### src/rtl/ring_osc_freq_meter.sv
// Purpose: counts synchronised oscillator rising edges over a gate window of clk cycles.
// Latency: osc_in to edge strobe is SYNC_STAGES+1 cycles; valid pulses the cycle after the last window cycle.
// Backpressure: none; each result is a single-cycle valid pulse that the reader must capture.
module ring_osc_freq_meter #(
   parameter int CNT_W       = 15,
   parameter int GATE_W      = 16,
   parameter int SYNC_STAGES = 2   // must be 2 or more
) (
   input  logic              clk,
   input  logic              rst_n,
   input  logic              osc_in,
   input  logic              start,
   input  logic              continuous,
   input  logic              abort,
   input  logic [GATE_W-1:0] gate_len,
   output logic              busy,
   output logic [CNT_W-1:0]  result,
   output logic              result_ovf,
   output logic              valid
);

   typedef enum logic {
      IDLE    = 1'b0,
      MEASURE = 1'b1
   } state_t;

   localparam logic [CNT_W-1:0]  ACC_ONE  = {{(CNT_W-1){1'b0}}, 1'b1};
   localparam logic [GATE_W-1:0] GATE_ONE = {{(GATE_W-1){1'b0}}, 1'b1};

   state_t              state_q, state_nxt;
   logic [SYNC_STAGES-1:0] sync_q;
   logic                hist_q;
   logic                rise;
   logic [GATE_W-1:0]   win_q, win_nxt;
   logic [GATE_W-1:0]   gate_eff;
   logic [CNT_W-1:0]    acc_q, acc_nxt, acc_upd;
   logic                ovf_acc_q, ovf_acc_nxt, ovf_upd;
   logic [CNT_W-1:0]    result_q, result_nxt;
   logic                result_ovf_q, result_ovf_nxt;
   logic                valid_q, valid_nxt;

   // Synchroniser plus history flop; runs in every state so no flush is needed between windows.
   always_ff @(posedge clk or negedge rst_n) begin
      if (!rst_n) begin
         sync_q <= '0;
         hist_q <= 1'b0;
      end else begin
         sync_q <= {sync_q[SYNC_STAGES-2:0], osc_in};
         hist_q <= sync_q[SYNC_STAGES-1];
      end
   end

   assign rise = sync_q[SYNC_STAGES-1] & ~hist_q;

   // A zero gate length is treated as a one-cycle window.
   assign gate_eff = (gate_len == '0) ? GATE_ONE : gate_len;

   // Accumulator value including this cycle's edge, holding at all-ones and flagging overflow.
   always_comb begin
      acc_upd = acc_q;
      ovf_upd = ovf_acc_q;
      if (rise) begin
         if (&acc_q) begin
            ovf_upd = 1'b1;
         end else begin
            acc_upd = acc_q + ACC_ONE;
         end
      end
   end

   // Next-state and datapath decisions; abort outranks window end.
   always_comb begin
      state_nxt      = state_q;
      win_nxt        = win_q;
      acc_nxt        = acc_q;
      ovf_acc_nxt    = ovf_acc_q;
      result_nxt     = result_q;
      result_ovf_nxt = result_ovf_q;
      valid_nxt      = 1'b0;
      case (state_q)
         IDLE: begin
            if (start && !abort) begin
               state_nxt   = MEASURE;
               win_nxt     = gate_eff;
               acc_nxt     = '0;
               ovf_acc_nxt = 1'b0;
            end
         end
         MEASURE: begin
            if (abort) begin
               state_nxt = IDLE;
            end else if (win_q == GATE_ONE) begin
               result_nxt     = acc_upd;
               result_ovf_nxt = ovf_upd;
               valid_nxt      = 1'b1;
               if (continuous) begin
                  // Back-to-back window: reload without a gap cycle.
                  win_nxt     = gate_eff;
                  acc_nxt     = '0;
                  ovf_acc_nxt = 1'b0;
               end else begin
                  state_nxt = IDLE;
               end
            end else begin
               win_nxt     = win_q - GATE_ONE;
               acc_nxt     = acc_upd;
               ovf_acc_nxt = ovf_upd;
            end
         end
         default: begin
            state_nxt = IDLE;
         end
      endcase
   end

   // State register.
   always_ff @(posedge clk or negedge rst_n) begin
      if (!rst_n) begin
         state_q <= IDLE;
      end else begin
         state_q <= state_nxt;
      end
   end

   // Window counter, accumulator and published result registers.
   always_ff @(posedge clk or negedge rst_n) begin
      if (!rst_n) begin
         win_q        <= '0;
         acc_q        <= '0;
         ovf_acc_q    <= 1'b0;
         result_q     <= '0;
         result_ovf_q <= 1'b0;
         valid_q      <= 1'b0;
      end else begin
         win_q        <= win_nxt;
         acc_q        <= acc_nxt;
         ovf_acc_q    <= ovf_acc_nxt;
         result_q     <= result_nxt;
         result_ovf_q <= result_ovf_nxt;
         valid_q      <= valid_nxt;
      end
   end

   assign busy       = (state_q == MEASURE);
   assign result     = result_q;
   assign result_ovf = result_ovf_q;
   assign valid      = valid_q;

endmodule

### config.mk
export PLATFORM = sky130hd
export DESIGN_NAME = ring_osc_freq_meter
export DESIGN_NICKNAME = d
export VERILOG_FILES = /design/src/rtl/ring_osc_freq_meter.sv
export SDC_FILE = /design/constraint.sdc
export NUM_CORES = 1
export LEC_CHECK = 0
export ABC_AREA = 1
export BUFFER_PORTS_ARGS = -buffer_cell sky130_fd_sc_hd__buf_2
export CAP_MARGIN = 20
export CORE_MARGIN = 1.5
export CORE_UTILIZATION = 50
export DETAILED_ROUTE_END_ITERATION = 12
export PLACE_DENSITY = 0.68
export REMOVE_ABC_BUFFERS = 1
export SYNTH_ARGS = -nofsm -noshare
export SYNTH_HDL_FRONTEND = slang
export SYNTH_SLANG_ARGS = --single-unit
### constraint.sdc
create_clock -name clk -period 2.01 [get_ports clk]
set_clock_uncertainty 0.05 [all_clocks]
set_input_delay 0.201 -clock clk [delete_from_list [all_inputs] [get_ports clk]]
set_output_delay 0.201 -clock clk [all_outputs]
set_load 0.03 [all_outputs]
== After elaboration in Yosys (flattened, before gate mapping) ==
Index checks and enable logic that the tools add are counted.

* Input port bits: 22
* Register bits: 53
* Output and inout bits: 18

* Mux-type cells: 28
* Bitwise operators: 4
* Add/sub/neg operators: 2
* Reduce and logical (&&, ||, !) cells: 6
* Equal/unequal tests: 4

{| class="wikitable"
|+ Operators with widths
! operator !! count
|-
| 15-bit two-way mux || 6
|-
| 16-bit two-way mux || 5
|-
| 16-bit case mux with 2 select lines || 1
|-
| 15-bit case mux with 2 select lines || 1
|-
| 16-bit by 1-bit equality test with 1-bit output (second input constant) || 1
|-
| 16-bit zero test || 1
|-
| 16-bit by 1-bit subtractor with 16-bit output (second input constant) || 1
|-
| 15-bit by 1-bit adder with 15-bit output (second input constant) || 1
|-
| 15-bit AND reduction || 1
|-
| 1-bit two-way mux || 13
|-
| 3-bit AND reduction || 2
|-
| 2-bit != test (second input constant) || 2
|-
| 1-bit case mux with 2 select lines || 2
|-
| 3-bit != test (second input constant) || 1
|-
| 1-bit inverter || 3
|-
| 1-bit AND || 1
|-
| 1-bit logical AND || 1
|-
| 1-bit zero test || 1
|}

== Depth between registers and ports, before layout ==
* Depth after elaboration: 6
* Gate-level depth with buffers: 11
* Depth with buffers taken out: 11

== Worst setup path after synthesis ==
Ideal clock, no wire load.

* Kind: reg2reg
* Start: register win_q[1]
* End: register win_q[12]
* Data required time: 1841 ps
* Arrival time: 1327 ps
* Stages on the path, launching flop included: 11
* Slack: 515 ps
* Cells stage by stage: dfrtp_1 > inv_1 > ha_1 > nand2_2 > nor2_2 > nand2_4 > nand2_4 > buf_6 > nor2_1 > o21ai_1 > nand2_1

* Word-level cells in the longest chain between the ends: 4
* Elaborated cells between the ends (all ways): 7
* Those cells by class: 1 x add/sub; 2 x eq/ne; 3 x mux; 1 x reduce/logical

{| class="wikitable"
|+ Ends and longest elaborated chain
! what !! line !! RTL
|-
| from (decl) || 34 || <nowiki>logic [GATE_W-1:0] win_q, win_nxt;</nowiki>
|-
| from (signal assigned) || 135 || <nowiki>win_q <= win_nxt;</nowiki>
|-
| 16-bit by 1-bit subtractor with 16-bit output / 16-bit by 1-bit equality test with 1-bit output (equally long branches) || 105, 92 ||
|-
| 16-bit two-way mux || 92 || <nowiki>end else if (win_q == GATE_ONE) begin</nowiki>
|-
| 16-bit two-way mux || 90 || <nowiki>if (abort) begin</nowiki>
|-
| 16-bit case mux with 2 select lines || 80 || <nowiki>case (state_q)</nowiki>
|}

Several ways; a longest one is shown, not always the timed one. The select of a mux whose other input is x is not followed.
A chain may end at the register's enable or synchronous reset.

== Worst setup path after layout ==
* Start: register win_q[1]
* End: register win_q[6]

Same word-level chain as after synthesis.

==> Flow_metrics.wiki <==
{| class="wikitable"
! Metric !! Value
|-
| Avg Cell Area, Syn || 6.905 um2
|-
| Global route overflow || 0
|-
| Area of the die || 7041 um2
|-
| Number of remaining DRC errors || 0
|-
| Final hold violations || 0
|-
| Fin Hold WS || 0.1163 ns
|-
| TritonCTS clock tree || built
|-
| Critical Path Start Type || flip-flop
|-
| Number of standard cells after synthesis || 474
|-
| Number of antenna violations at the first check in global routing || 0
|-
| Cell area after layout || 3669 um2
|-
| Root cell of the clock tree || sky130_fd_sc_hd__clkbuf_8
|-
| Highest clock rate || 547.2 MHz
|-
| Type of the setup path with the least slack || flip-flop to flip-flop
|-
| Path class of the lowest-slack min-delay path || input pin to flip-flop
|-
| Distinct cell type count after synthesis || 28
|-
| Family with the most delay on the worst path || simple AND/OR/NAND/NOR gates
|-
| Fraction of final layout cells sized beyond drive strength 1 || 0.1673
|-
| Worst path buffer plus inverter count || 2
|-
| # IOs || 40
|-
| Top library cells by usage in the layout, fill and taps aside || 192 x sky130_fd_sc_hd__nand2_1, 65 x sky130_fd_sc_hd__nor2_1, 53 x sky130_fd_sc_hd__dfrtp_1
|-
| Outcome || complete, no violations
|-
| # nets final || 544
|-
| Area growth syn-to-layout || 12.08%
|-
| Num CTS Buffers || 5
|-
| Transition time at the pin with the least slew margin || 0.5778 ns
|-
| Sink Count || 53
|-
| Critical path endpoint category || flip-flop
|-
| Worst-path cell chain || inv_1, ha_1, nand2_2, nor2_2, nand2_4, nand2_4, inv_1, nand2_1, nand2_1, nand2_1, nand2_1
|-
| Highest cell delay on the worst timing path || 0.40 ns
|-
| Antenna Violating Nets Remaining || 0
|-
| Worst path slowest cell || sky130_fd_sc_hd__dfrtp_1
|-
| Average wire per cell in the routed design || 12.16 um
|-
| Vias in the first global route || 2783
|-
| Die extent in x || 83.91 um
|-
| DRC marker count from the first detailed-route iteration || 156
|-
| Total vias in the final route || 3005
|-
| Synth top area share || 0.4052
|-
| Synth Cell Area || 3273 um2
|-
| Yosys synthesis warning count || 0
|-
| Number of buffer cells added on primary ports || 39
|-
| Highest net fanout along the worst path || 27
|-
| Number of failing setup endpoints in the final timing report || 0
|-
| Number of vias per cell || 5.034
|-
| Sequential fraction of the synthesis area || 0.4052
|-
| Peak ir drop on the vdd network || 0.3928 mV
|-
| RSZ-0062 raised after global routing || false
|-
| Clk pin slew, worst setup/hold paths || 0.10 ns
|-
| Synth area leaders || sky130_fd_sc_hd__dfrtp_1 41%, sky130_fd_sc_hd__nand2_1 22%, sky130_fd_sc_hd__nor2_1 7.5%, sky130_fd_sc_hd__nand3_1 5.5%, sky130_fd_sc_hd__inv_1 4.0%
|-
| Worst EP arrival || 1.99 ns
|-
| Share of the clock period used by the worst path after layout || 0.9092
|-
| Max capacitance violation total || 0
|-
| Worst slew slack as a fraction of its limit || 0.6148
|-
| Synthesized flop and latch total || 53
|-
| Non-filler instance count after layout || 597
|-
| H-tree level count || 2
|-
| Placed cell count || 585
|-
| Pwr/cell area || 618.4 nW/um2
|-
| Core occupancy in the finished layout || 0.5777
|-
| Static power due to leakage || 1.943 nW
|-
| Pin count of the biggest net entering global routing || 30
|-
| Total wirelength of the detailed-routed design || 7260 um
|-
| Post-detail-place hpwl || 5204 um
|-
| Instance area after placement || 3528 um2
|-
| Most common library cell in the layout ignoring fill and taps || sky130_fd_sc_hd__nand2_1
|-
| Max Slew Vio Count || 0
|-
| Wire length of the first global-routing pass || 12560 um
|-
| Critical Path Most Common Cell || sky130_fd_sc_hd__nand2_1
|-
| # Post-CTS Setup Buffers || 0
|-
| Initial core utilization || 0.5155
|-
| Number of placement rows || 29
|-
| Overall routing resource usage || 0.2153
|-
| Synth area leader || sky130_fd_sc_hd__dfrtp_1
|-
| Pre-antenna DRT Iters || 4
|-
| Data required time at the worst endpoint || 2.17 ns
|-
| Bufs on Longest Clock Path || 2
|-
| Total core area || 6350 um2
|-
| Latest clock arrival within the worst-skew pair || 0.31 ns
|-
| Vertical die dimension || 83.91 um
|-
| Antenna Diode Count || 0
|-
| Crit path time final || 1.828 ns
|-
| Final estimated routing congestion in global placement || 0.8783
|}
-- cell usage after synthesis --
cell type                    n
sky130_fd_sc_hd__nor2_1     65
sky130_fd_sc_hd__nand3b_1    3
sky130_fd_sc_hd__a21oi_1     4
sky130_fd_sc_hd__buf_2       4
sky130_fd_sc_hd__inv_2       3
sky130_fd_sc_hd__nand3_2     1
sky130_fd_sc_hd__buf_6       6
sky130_fd_sc_hd__o21ai_0     8
sky130_fd_sc_hd__nor3_4      1
sky130_fd_sc_hd__buf_8       2
sky130_fd_sc_hd__xnor2_1     3
sky130_fd_sc_hd__nand4_2     1
sky130_fd_sc_hd__inv_1      35
sky130_fd_sc_hd__xor2_1      3
sky130_fd_sc_hd__o21ai_1    14
sky130_fd_sc_hd__a21oi_2     2
sky130_fd_sc_hd__nand2_4     2
sky130_fd_sc_hd__nand2_2     4
sky130_fd_sc_hd__ha_1        3
sky130_fd_sc_hd__nor2_4      4
sky130_fd_sc_hd__nor2_2     10
sky130_fd_sc_hd__dfrtp_1    53
sky130_fd_sc_hd__clkbuf_1    1
sky130_fd_sc_hd__nand4_1    10
sky130_fd_sc_hd__o21bai_1    1
sky130_fd_sc_hd__nor3_1      2
sky130_fd_sc_hd__nand3_1    36
sky130_fd_sc_hd__nand2_1   193
-- per-layer routing --
| layer | wire, um | share of wire | GRT usage | vias to the layer above |
|---|---|---|---|---|
| li1 | - | - | - | 1574 |
| met1 | 3293 | 0.45 | 0.2795 | 1344 |
| met2 | 3572 | 0.49 | 0.3732 | 83 |
| met3 | 340 | 0.047 | 0.03363 | 4 |
| met4 | 54 | 0.0074 | 0.05961 | 0 |
| met5 | 0 | 0 | 0 | - |
-- final cells by class --
class	instances	area, um2
Multi-Input combinational cell	370	1685
Clock inverter	3	26.28
Timing Repair Buffer	49	304.0
Clock buffer	5	68.82
Timing Repair inverter	2	15.01
Sequential cell	53	1326
Tap cell	77	96.34
Fill cell	616	2681
Inverter	38	146.4
-- path summary, 6_finish.rpt --
| kind | startpoint | end | slack, ns | cells after the start |
|---|---|---|---|---|
| worst max-delay path | win_q[1] | win_q[6] | 0.18 | 11 |
| max in group asynchronous | rst_n | hist_q | 0.99 | 3 |
| worst min register to register | sync_q[0] | sync_q[1] | 0.32 | 0 |
| worst max register to register | win_q[1] | win_q[6] | 0.18 | 11 |
| worst min-delay path | gate_len[2] | win_q[2] | 0.12 | 3 |
| min in group asynchronous | rst_n | result_ovf | 0.36 | 2 |
-- sequential cells by signal, summed over array words and instances (netlist names) --
| name | count |
|---|---|
| hist_q | 1 |
| win_q | 16 |
| sync_q | 2 |
| result | 15 |
| busy | 1 |
| result_ovf | 1 |
| ovf_acc_q | 1 |
| valid | 1 |
| acc_q | 15 |
-- report_power, final --
| part | internal [W] | leakage, nW | switching, W |
|---|---|---|---|
| combinational | 0.000152 | 1.20 | 0.000275 |
| sequential | 0.00113 | 0.702 | 0.0000768 |
| clock | 0.000254 | 0.0423 | 0.000379 |
-- stage by stage --
stage                     power [W]  TNS (ns)  setup slack, ns
after floorplan            0.001494    -2.466          -0.1960
after global placement     0.001633         0           0.2098
after detailed placement   0.001642         0           0.1739
after CTS                  0.002292         0           0.1664
after global routing       0.002418         0         0.006085
final                      0.002269         0           0.1825
-- worst reg2reg max path: stages (launching register included) --
cell	delay, ns
sky130_fd_sc_hd__dfrtp_1	0.40
sky130_fd_sc_hd__inv_1	0.09
sky130_fd_sc_hd__ha_1	0.16
sky130_fd_sc_hd__nand2_2	0.07
sky130_fd_sc_hd__nor2_2	0.15
sky130_fd_sc_hd__nand2_4	0.10
sky130_fd_sc_hd__nand2_4	0.25
sky130_fd_sc_hd__inv_1	0.20
sky130_fd_sc_hd__nand2_1	0.10
sky130_fd_sc_hd__nand2_1	0.06
sky130_fd_sc_hd__nand2_1	0.06
sky130_fd_sc_hd__nand2_1	0.06
-- what timing repair did --
action | 4_1_cts | 5_1_grt
endpoints found under the setup margin | 0 | 1
hold buffers | 2 | 0
hold endpoints to repair | 25 | 0
resized for setup | 0 | 5
-- cells by family after synthesis --
logic type	share of synthesized area
AO/OA/AOI/OAI	0.04740
XOR/XNOR	0.01606
adder cells (fa/ha/maj)	0.01147
buffers and inverters	0.08066
flip-flops	0.4052
AND/OR/NAND/NOR	0.4392
Power figures use the tool's default switching activity.
